$ cat config.mk
export PLATFORM = sky130hd
export DESIGN_NAME = otter_mem_arbiter
export DESIGN_NICKNAME = d
export VERILOG_FILES = /design/src/rtl/otter_mem_arbiter.sv
export SDC_FILE = /design/constraint.sdc
export NUM_CORES = 1
export LEC_CHECK = 0
export ABC_AREA = 1
export ABC_CLOCK_PERIOD_IN_PS = 3000
export CORE_AREA = 3 3 147 149
export DETAILED_ROUTE_END_ITERATION = 6
export DIE_AREA = 0 0 150 152
export PLACE_DENSITY = 0.44
export SLEW_MARGIN = 20
export SYNTH_ARGS = -nofsm -noshare
export SYNTH_HDL_FRONTEND = slang
export SYNTH_SLANG_ARGS = --single-unit
export TNS_END_PERCENT = 5
$ cat constraint.sdc
create_clock -name CLK -period 3 [get_ports CLK]
set_clock_uncertainty 0.2 [all_clocks]
set_input_delay 0.9 -clock CLK [delete_from_list [all_inputs] [get_ports CLK]]
set_output_delay 0.9 -clock CLK [all_outputs]
set_load 0.05 [all_outputs]
$ cat src/rtl/otter_mem_arbiter.sv
// Three-way arbiter (IF / D / DBG) for the single-ported OTTER memory: grant is combinational, read data returns one cycle later.
// Backpressure: MEM_BUSY blocks every grant; requesters hold REQ until GNT, and starving IF/DBG get promoted after STARVE_LIMIT cycles.
module otter_mem_arbiter #(
  parameter int STARVE_LIMIT = 4,
  parameter int CNT_W        = 3
) (
  input  logic        CLK,
  input  logic        RESET_N,
  input  logic        IF_REQ,
  input  logic [31:0] IF_ADDR,
  output logic        IF_GNT,
  output logic        IF_RVALID,
  output logic [31:0] IF_RDATA,
  input  logic        D_REQ,
  input  logic        D_WE,
  input  logic [31:0] D_ADDR,
  input  logic [31:0] D_WDATA,
  input  logic [1:0]  D_SIZE,
  input  logic        D_SIGN,
  output logic        D_GNT,
  output logic        D_RVALID,
  output logic [31:0] D_RDATA,
  input  logic        DBG_REQ,
  input  logic        DBG_WE,
  input  logic [31:0] DBG_ADDR,
  input  logic [31:0] DBG_WDATA,
  input  logic [1:0]  DBG_SIZE,
  input  logic        DBG_SIGN,
  output logic        DBG_GNT,
  output logic        DBG_RVALID,
  output logic [31:0] DBG_RDATA,
  input  logic        MEM_BUSY,
  output logic        MEM_RE,
  output logic        MEM_WE,
  output logic [31:0] MEM_ADDR,
  output logic [31:0] MEM_DIN,
  output logic [1:0]  MEM_SIZE,
  output logic        MEM_SIGN,
  input  logic [31:0] MEM_DOUT
);

  localparam logic [CNT_W-1:0] LIMIT = CNT_W'(STARVE_LIMIT);

  typedef enum logic [1:0] {SRC_NONE, SRC_IF, SRC_D, SRC_DBG} src_t;

  src_t             win;
  src_t             owner;
  src_t             owner_nxt;
  logic [CNT_W-1:0] if_cnt;
  logic [CNT_W-1:0] dbg_cnt;
  logic [CNT_W-1:0] if_cnt_nxt;
  logic [CNT_W-1:0] dbg_cnt_nxt;

  // Starved requesters outrank D; otherwise D > DBG > IF.
  always_comb begin
    win = SRC_NONE;
    if (RESET_N && !MEM_BUSY) begin
      if (IF_REQ && if_cnt == LIMIT)        win = SRC_IF;
      else if (DBG_REQ && dbg_cnt == LIMIT) win = SRC_DBG;
      else if (D_REQ)                       win = SRC_D;
      else if (DBG_REQ)                     win = SRC_DBG;
      else if (IF_REQ)                      win = SRC_IF;
    end
  end

  assign IF_GNT  = (win == SRC_IF);
  assign D_GNT   = (win == SRC_D);
  assign DBG_GNT = (win == SRC_DBG);

  always_comb begin
    MEM_RE   = 1'b0;
    MEM_WE   = 1'b0;
    MEM_ADDR = 32'h0;
    MEM_DIN  = 32'h0;
    MEM_SIZE = 2'b00;
    MEM_SIGN = 1'b0;
    case (win)
      SRC_IF: begin
        MEM_RE   = 1'b1;
        MEM_ADDR = IF_ADDR;
        MEM_SIZE = 2'b10;
      end
      SRC_D: begin
        MEM_RE   = !D_WE;
        MEM_WE   = D_WE;
        MEM_ADDR = D_ADDR;
        MEM_DIN  = D_WDATA;
        MEM_SIZE = D_SIZE;
        MEM_SIGN = D_SIGN;
      end
      SRC_DBG: begin
        MEM_RE   = !DBG_WE;
        MEM_WE   = DBG_WE;
        MEM_ADDR = DBG_ADDR;
        MEM_DIN  = DBG_WDATA;
        MEM_SIZE = DBG_SIZE;
        MEM_SIGN = DBG_SIGN;
      end
      default: ;
    endcase
  end

  // Only reads claim the response slot; busy cycles still age waiting requesters.
  always_comb begin
    owner_nxt   = MEM_RE ? win : SRC_NONE;
    if_cnt_nxt  = if_cnt;
    dbg_cnt_nxt = dbg_cnt;
    if (!IF_REQ || IF_GNT)    if_cnt_nxt = '0;
    else if (if_cnt != LIMIT) if_cnt_nxt = if_cnt + 1'b1;
    if (!DBG_REQ || DBG_GNT)   dbg_cnt_nxt = '0;
    else if (dbg_cnt != LIMIT) dbg_cnt_nxt = dbg_cnt + 1'b1;
  end

  always_ff @(posedge CLK or negedge RESET_N) begin
    if (!RESET_N) begin
      owner   <= SRC_NONE;
      if_cnt  <= '0;
      dbg_cnt <= '0;
    end else begin
      owner   <= owner_nxt;
      if_cnt  <= if_cnt_nxt;
      dbg_cnt <= dbg_cnt_nxt;
    end
  end

  assign IF_RVALID  = (owner == SRC_IF);
  assign D_RVALID   = (owner == SRC_D);
  assign DBG_RVALID = (owner == SRC_DBG);
  assign IF_RDATA   = IF_RVALID  ? MEM_DOUT : 32'h0;
  assign D_RDATA    = D_RVALID   ? MEM_DOUT : 32'h0;
  assign DBG_RDATA  = DBG_RVALID ? MEM_DOUT : 32'h0;

endmodule

Word-level counts from Yosys, hierarchy flattened. Cells that the tools add are included.

Register bits: 8. Output and inout bits: 171. Word-level logic and storage cells: 47. Bits of input ports: 206.

Equal/unequal tests: 10. Reductions and logical operators: 12. Add/sub/neg operators: 2. Multiplexer cells: 20.

Operator list (number): 32-bit 2-to-1 mux (3); 32-bit case mux with 3 select lines (1); 32-bit case mux with 2 select lines (1); 2-bit 2-to-1 mux (6); 3-bit 2-to-1 mux (4); 2-bit equality test (second input constant) (4); 3-bit by 1-bit adder with 3-bit output (second input constant) (2); 3-bit equality test (second input constant) (2); 3-bit inequality test (second input constant) (2); 2-bit case mux with 3 select lines (1); 1-bit logical NOT (5); 2-bit by 1-bit equality test with 1-bit output (second input constant) (2); 1-bit case mux with 2 select lines (2); 2-bit nonzero test (2); 1-bit logical AND (3); 1-bit case mux with 3 select lines (1); 1-bit logical OR (2); 1-bit 2-to-1 mux (1).

Longest topological paths before layout.
Depth after elaboration: 9. Depth in mapped cells: 10. Gate-level depth less buffers: 9.

Worst setup path before layout. Ideal clock, no wire load.

Path type: input to output. Start: input IF_REQ. End: output MEM_RE. Data arrival time: 2.558 ns. Cell stages on the path: 6. Setup slack: -0.658 ns. Buffers on the path: 1. Data required time: 1.900 ns. Path through: o21ai_1 -> nand3_2 -> buf_4 -> nand3_1 -> nand2_1 -> nor2_1.

Longest elaborated chain between the ends: 8. Elaborated cells on any way between the ends: 11. Classes of those cells: eq/ne: 3; mux: 7; reduce/logical: 1.

Ends and longest elaborated chain: start, declared (line 9) `input logic IF_REQ,`; 1-bit 2-to-1 mux (line 62) `else if (IF_REQ) win = SRC_IF;`; 2-bit 2-to-1 mux (line 61) `else if (DBG_REQ) win = SRC_DBG;`; 2-bit 2-to-1 mux (line 60) `else if (D_REQ) win = SRC_D;`; 2-bit 2-to-1 mux (line 59) `else if (DBG_REQ && dbg_cnt == LIMIT) win = SRC_DBG;`; 2-bit 2-to-1 mux (*) (line 58) `if (IF_REQ && if_cnt == LIMIT) win = SRC_IF;`; 2-bit 2-to-1 mux (*) (line 57) `if (RESET_N && !MEM_BUSY) begin`; 2-bit equality test or 2-bit by 1-bit equality test with 1-bit output (tied branches) (line 77) `case (win)`; 1-bit case mux with 3 select lines (*) (line 77); end, declared (line 33) `output logic MEM_RE,`.

Mark *: on every way between the ends. The rest lies on a longest branch, timed or not.

Worst setup path in the final report.
Start: input MEM_BUSY. End: output MEM_ADDR[13].

Longest elaborated chain between the ends: 5. Elaborated cells on any way between the ends: 7. Classes of those cells: eq/ne: 3; mux: 2; reduce/logical: 2.

Ends and longest elaborated chain: start, declared (line 32) `input logic MEM_BUSY,`; 1-bit logical NOT (*) (line 57); 1-bit logical AND (*) (line 57); 2-bit 2-to-1 mux (*) (line 57); 2-bit equality test or 2-bit by 1-bit equality test with 1-bit output (tied branches) (line 77); 32-bit case mux with 3 select lines (*) (line 77); end, declared (line 35) `output logic [31:0] MEM_ADDR,`.

Marked as above.

==> key figures <==
Global route
  – Pin count of the biggest net entering global routing: 34
  – First-pass GRT wire length: 27,630 µm
  – Vias in the first global route: ~4,700
  – Initial antenna violation count: 0
  – Gr ovfl total: 0
  – Overall routing resource usage: 15.55%

Synth
  – Synth cell count leaders: 153 x nand2_1, 109 x nor2_1, 68 x nand3_1
  – Synth Register Bits: 8
  – Post-synthesis net count: around 690
  – Top post-synthesis cells by area: nand2_1 25%, nor2_1 18%, nand3_1 15%
  – Sequential share of the synthesized area: under 10%
  – Post-Syn Area: ~2300 µm²
  – YS warnings: 0
  – Post-synth EDFFs: 0
  – Main synth FF type: dfrtp_1
  – Count leader, synth: nand2_1
  – Synth top area share: 25.03%
  – Ys async rst share: between 90% and 100%
  – Syn Inst Count: around 480
  – Mean Syn Cell Area: 4.821 µm²
  – Area leader, netlist: nand2_1
  – Synth unique cells: 25

Floorplanning
  – Core area: around 20,000 µm²
  – Row count: 52
  – Die Wd: ~150 µm
  – Starting Density: a little under an eighth
  – DIE AREA: 22,800 µm²
  – Io pins: ~380
  – Die Span Y: 152 µm

STA
  – Final Hold Fails: 0
  – Post-route minimum period: approximately 3.2 ns
  – TNS Setup: -10.22 ns
  – Actual slew at the worst max-slew pin: 0.5091 ns
  – Fin. max-slew vios: 0
  – Worst slew margin: approximately two thirds
  – Final number of setup-violating endpoints: 72
  – Slack of the critical path: -0.1980 ns
  – Setup repair after global routing missed its margin: true
  – Fmax: approximately 310 MHz
  – Final Cycle Share: 106.6%

Power and ir drop
  – Clk pwr share: about an eighth
  – P per Cell Area: between 200 and 250 nW/µm²
  – Sequential share of power: slightly above 7%
  – Sw power: a little over 0.0008 W
  – Power share of the combinational group: slightly above 80%
  – Leakage: around 4.2 nW
  – Worst vdd ir: around 160 µV
  – Cell internal pwr: about 0.0011 W
  – Net Sw Frac: 43.27%
  – Tot Pwr: 0.001905 W

Setup path
  – Critical-path cell list: buf_6 > nor2_4 > buf_6 > nand2_4 > nor2_4 > buf_8 > buf_12 > nand2_4 > nand3_4 > buf_12
  – Max stage delay cell, worst path: buf_12
  – CP required: approximately 1.9 ns
  – Crit-path max FO: 8
  – Critical Path End Type: output port
  – Crit path kind: in -> out
  – Startpoint Class: primary input
  – CP arrival: ~2.1 ns
  – Max incr delay on CP: roughly 0.17 ns

CTS
  – Clock sinks: 8
  – CTS tree: built
  – Worst-Skew Late Latency: approximately 0.23 ns
  – Clk slew on worst S/H paths: around 0.040 ns
  – CTS Buf Count: 3
  – Longest Clk Path Bufs: 2
  – Hold-fix buffers, CTS: 0
  – H-Tree Depth: 1
  – CTS root buffer: clkbuf_16

Routing
  – ANT nets after route: 0
  – Initial DRC Count: about 150
  – # DRC: 0
  – First-pass DRT Iterations: 6
  – Routed len/inst: between 15 and 20 µm
  – WL final: 19,410 µm
  – Via density: approximately 4.1
  – Via count: around 4,600

Finish
  – Number of fill cells in the layout: 1,977
  – Final Core Density: a little under half
  – Ant diodes: 0
  – Post-Layout Cell Count: between 1,000 and 1,500
  – Sequential Area: ~200 µm²
  – Share of post-route cells with drive strength above 1: about 43%
  – Final net count: 1,087
  – Area growth from synthesis to layout: 309.2%
  – Multi-input gate area: between 2000 and 2500 µm²

Placed design
  – Detailed placement HPWL: approximately 16,000 µm
  – # port buffers: about 380
  – Final Wtd Congestion: around 0.77
  – Placed instance count: roughly 1,100

Status
  – Failing checks: setup timing
  – Status: complete, but fails checks

Worst hold path
  – Hold Path Class: in -> async

Flow run
  – Max-cap violations: 0
-- placed cells by master (no fill, tap or decap), types with 3 or more instances in the layout --
master | synthesis | routed
buf_12 | 0 | 180
buf_16 | 0 | 4
buf_4 | 9 | 24
buf_6 | 1 | 13
buf_8 | 0 | 6
clkbuf_16 | 0 | 5
clkdlybuf4s50_1 | 0 | 201
dfrtp_1 | 8 | 8
ha_1 | 4 | 4
inv_1 | 47 | 44
nand2_1 | 153 | 72
nand2_2 | 0 | 56
nand2_4 | 1 | 26
nand3_1 | 68 | 26
nand3_2 | 2 | 33
nand3_4 | 1 | 12
nand3b_1 | 3 | 3
nand4_1 | 32 | 32
nor2_1 | 109 | 103
nor2_2 | 0 | 5
nor2_4 | 2 | 3
-- sequential cells by signal (all words and copies together) (netlist names) --
register,flops
dbg_cnt,3
owner,2
if_cnt,3
-- worst paths after layout --
check | startpoint | endpoint | slack [ns] | cells past startpoint
worst max-delay path | MEM_BUSY | MEM_ADDR[13] | -0.20 | 10
worst min-delay path | RESET_N | dbg_cnt[0] | 0.37 | 2
worst max register to register | if_cnt[0] | if_cnt[0] | 1.01 | 11
worst min register to register | if_cnt[1] | if_cnt[1] | 0.43 | 4
max in group asynchronous | RESET_N | if_cnt[1] | 2.09 | 2
min in group CLK | if_cnt[1] | if_cnt[1] | 0.43 | 4
-- power groups by stage --
stage / logic [W] / registers, W / clock network [W]
floorplan: 0.000598 / 0.000135 / 0
CTS: 0.00152 / 0.000136 / 0.000227
finish: 0.00155 / 0.000137 / 0.000222
detailed placement: 0.00142 / 0.000137 / 0
global placement: 0.00142 / 0.000137 / 0
global route: 0.00162 / 0.000139 / 0.000232
-- timing repair --
item / in CTS / in global routing
gates cloned: 5 / 2
pin swaps: 26 / 36
buffers inserted: 10 / 1
endpoints found under the setup margin: 72 / 72
resized for setup: 137 / 55
-- cell type report --
cell class | count | share of cell area (%)
Multi-Input combinational cell | 384 | 25.32
Inverter | 49 | 2.146
Sequential cell | 8 | 2.132
Timing Repair Buffer | 431 | 66.00
Tap cell | 270 | 3.598
Clock buffer | 3 | 0.7996
-- metal layers --
| layer | up-vias | routed length, µm | track usage (%) |
|---|---|---|---|
| met3 | 15 | 1643 | 4.379 |
| met4 | 0 | 291 | 2.484 |
| met1 | 2112 | 6660 | 15.85 |
| met5 | - | 0 | 0 |
| li1 | 2292 | - | - |
| met2 | 223 | 10810 | 31.20 |
-- cells by family (layout without fill, tap and decap cells) --
group	count (synthesis)	in the layout	synth area share, %
compound gates	5	5	1.090
xor+xnor	3	3	1.145
fa+ha+maj	4	4	2.181
buf+inv	84	483	16.08
flops	8	8	8.724
simple gates	372	372	70.77
-- critical path, delay by kind of cell --
kind                   cells  cell delay, ns
buffers and inverters      5            0.68
AND/OR/NAND/NOR            5            0.48
-- stage by stage --
step	setup WS [ns]	hold WS [ns]	cell area, µm²
CTS	-0.2169	0.3747	9126
finish	-0.1980	0.3728	9389
global route	-0.2540	0.3807	9389
global placement	-0.6968	0.4130	8438
floorplan	-0.1221	0.3632	2447
detailed placement	-0.7109	0.4000	8438
No activity file was read; power rests on OpenSTA's default activity.
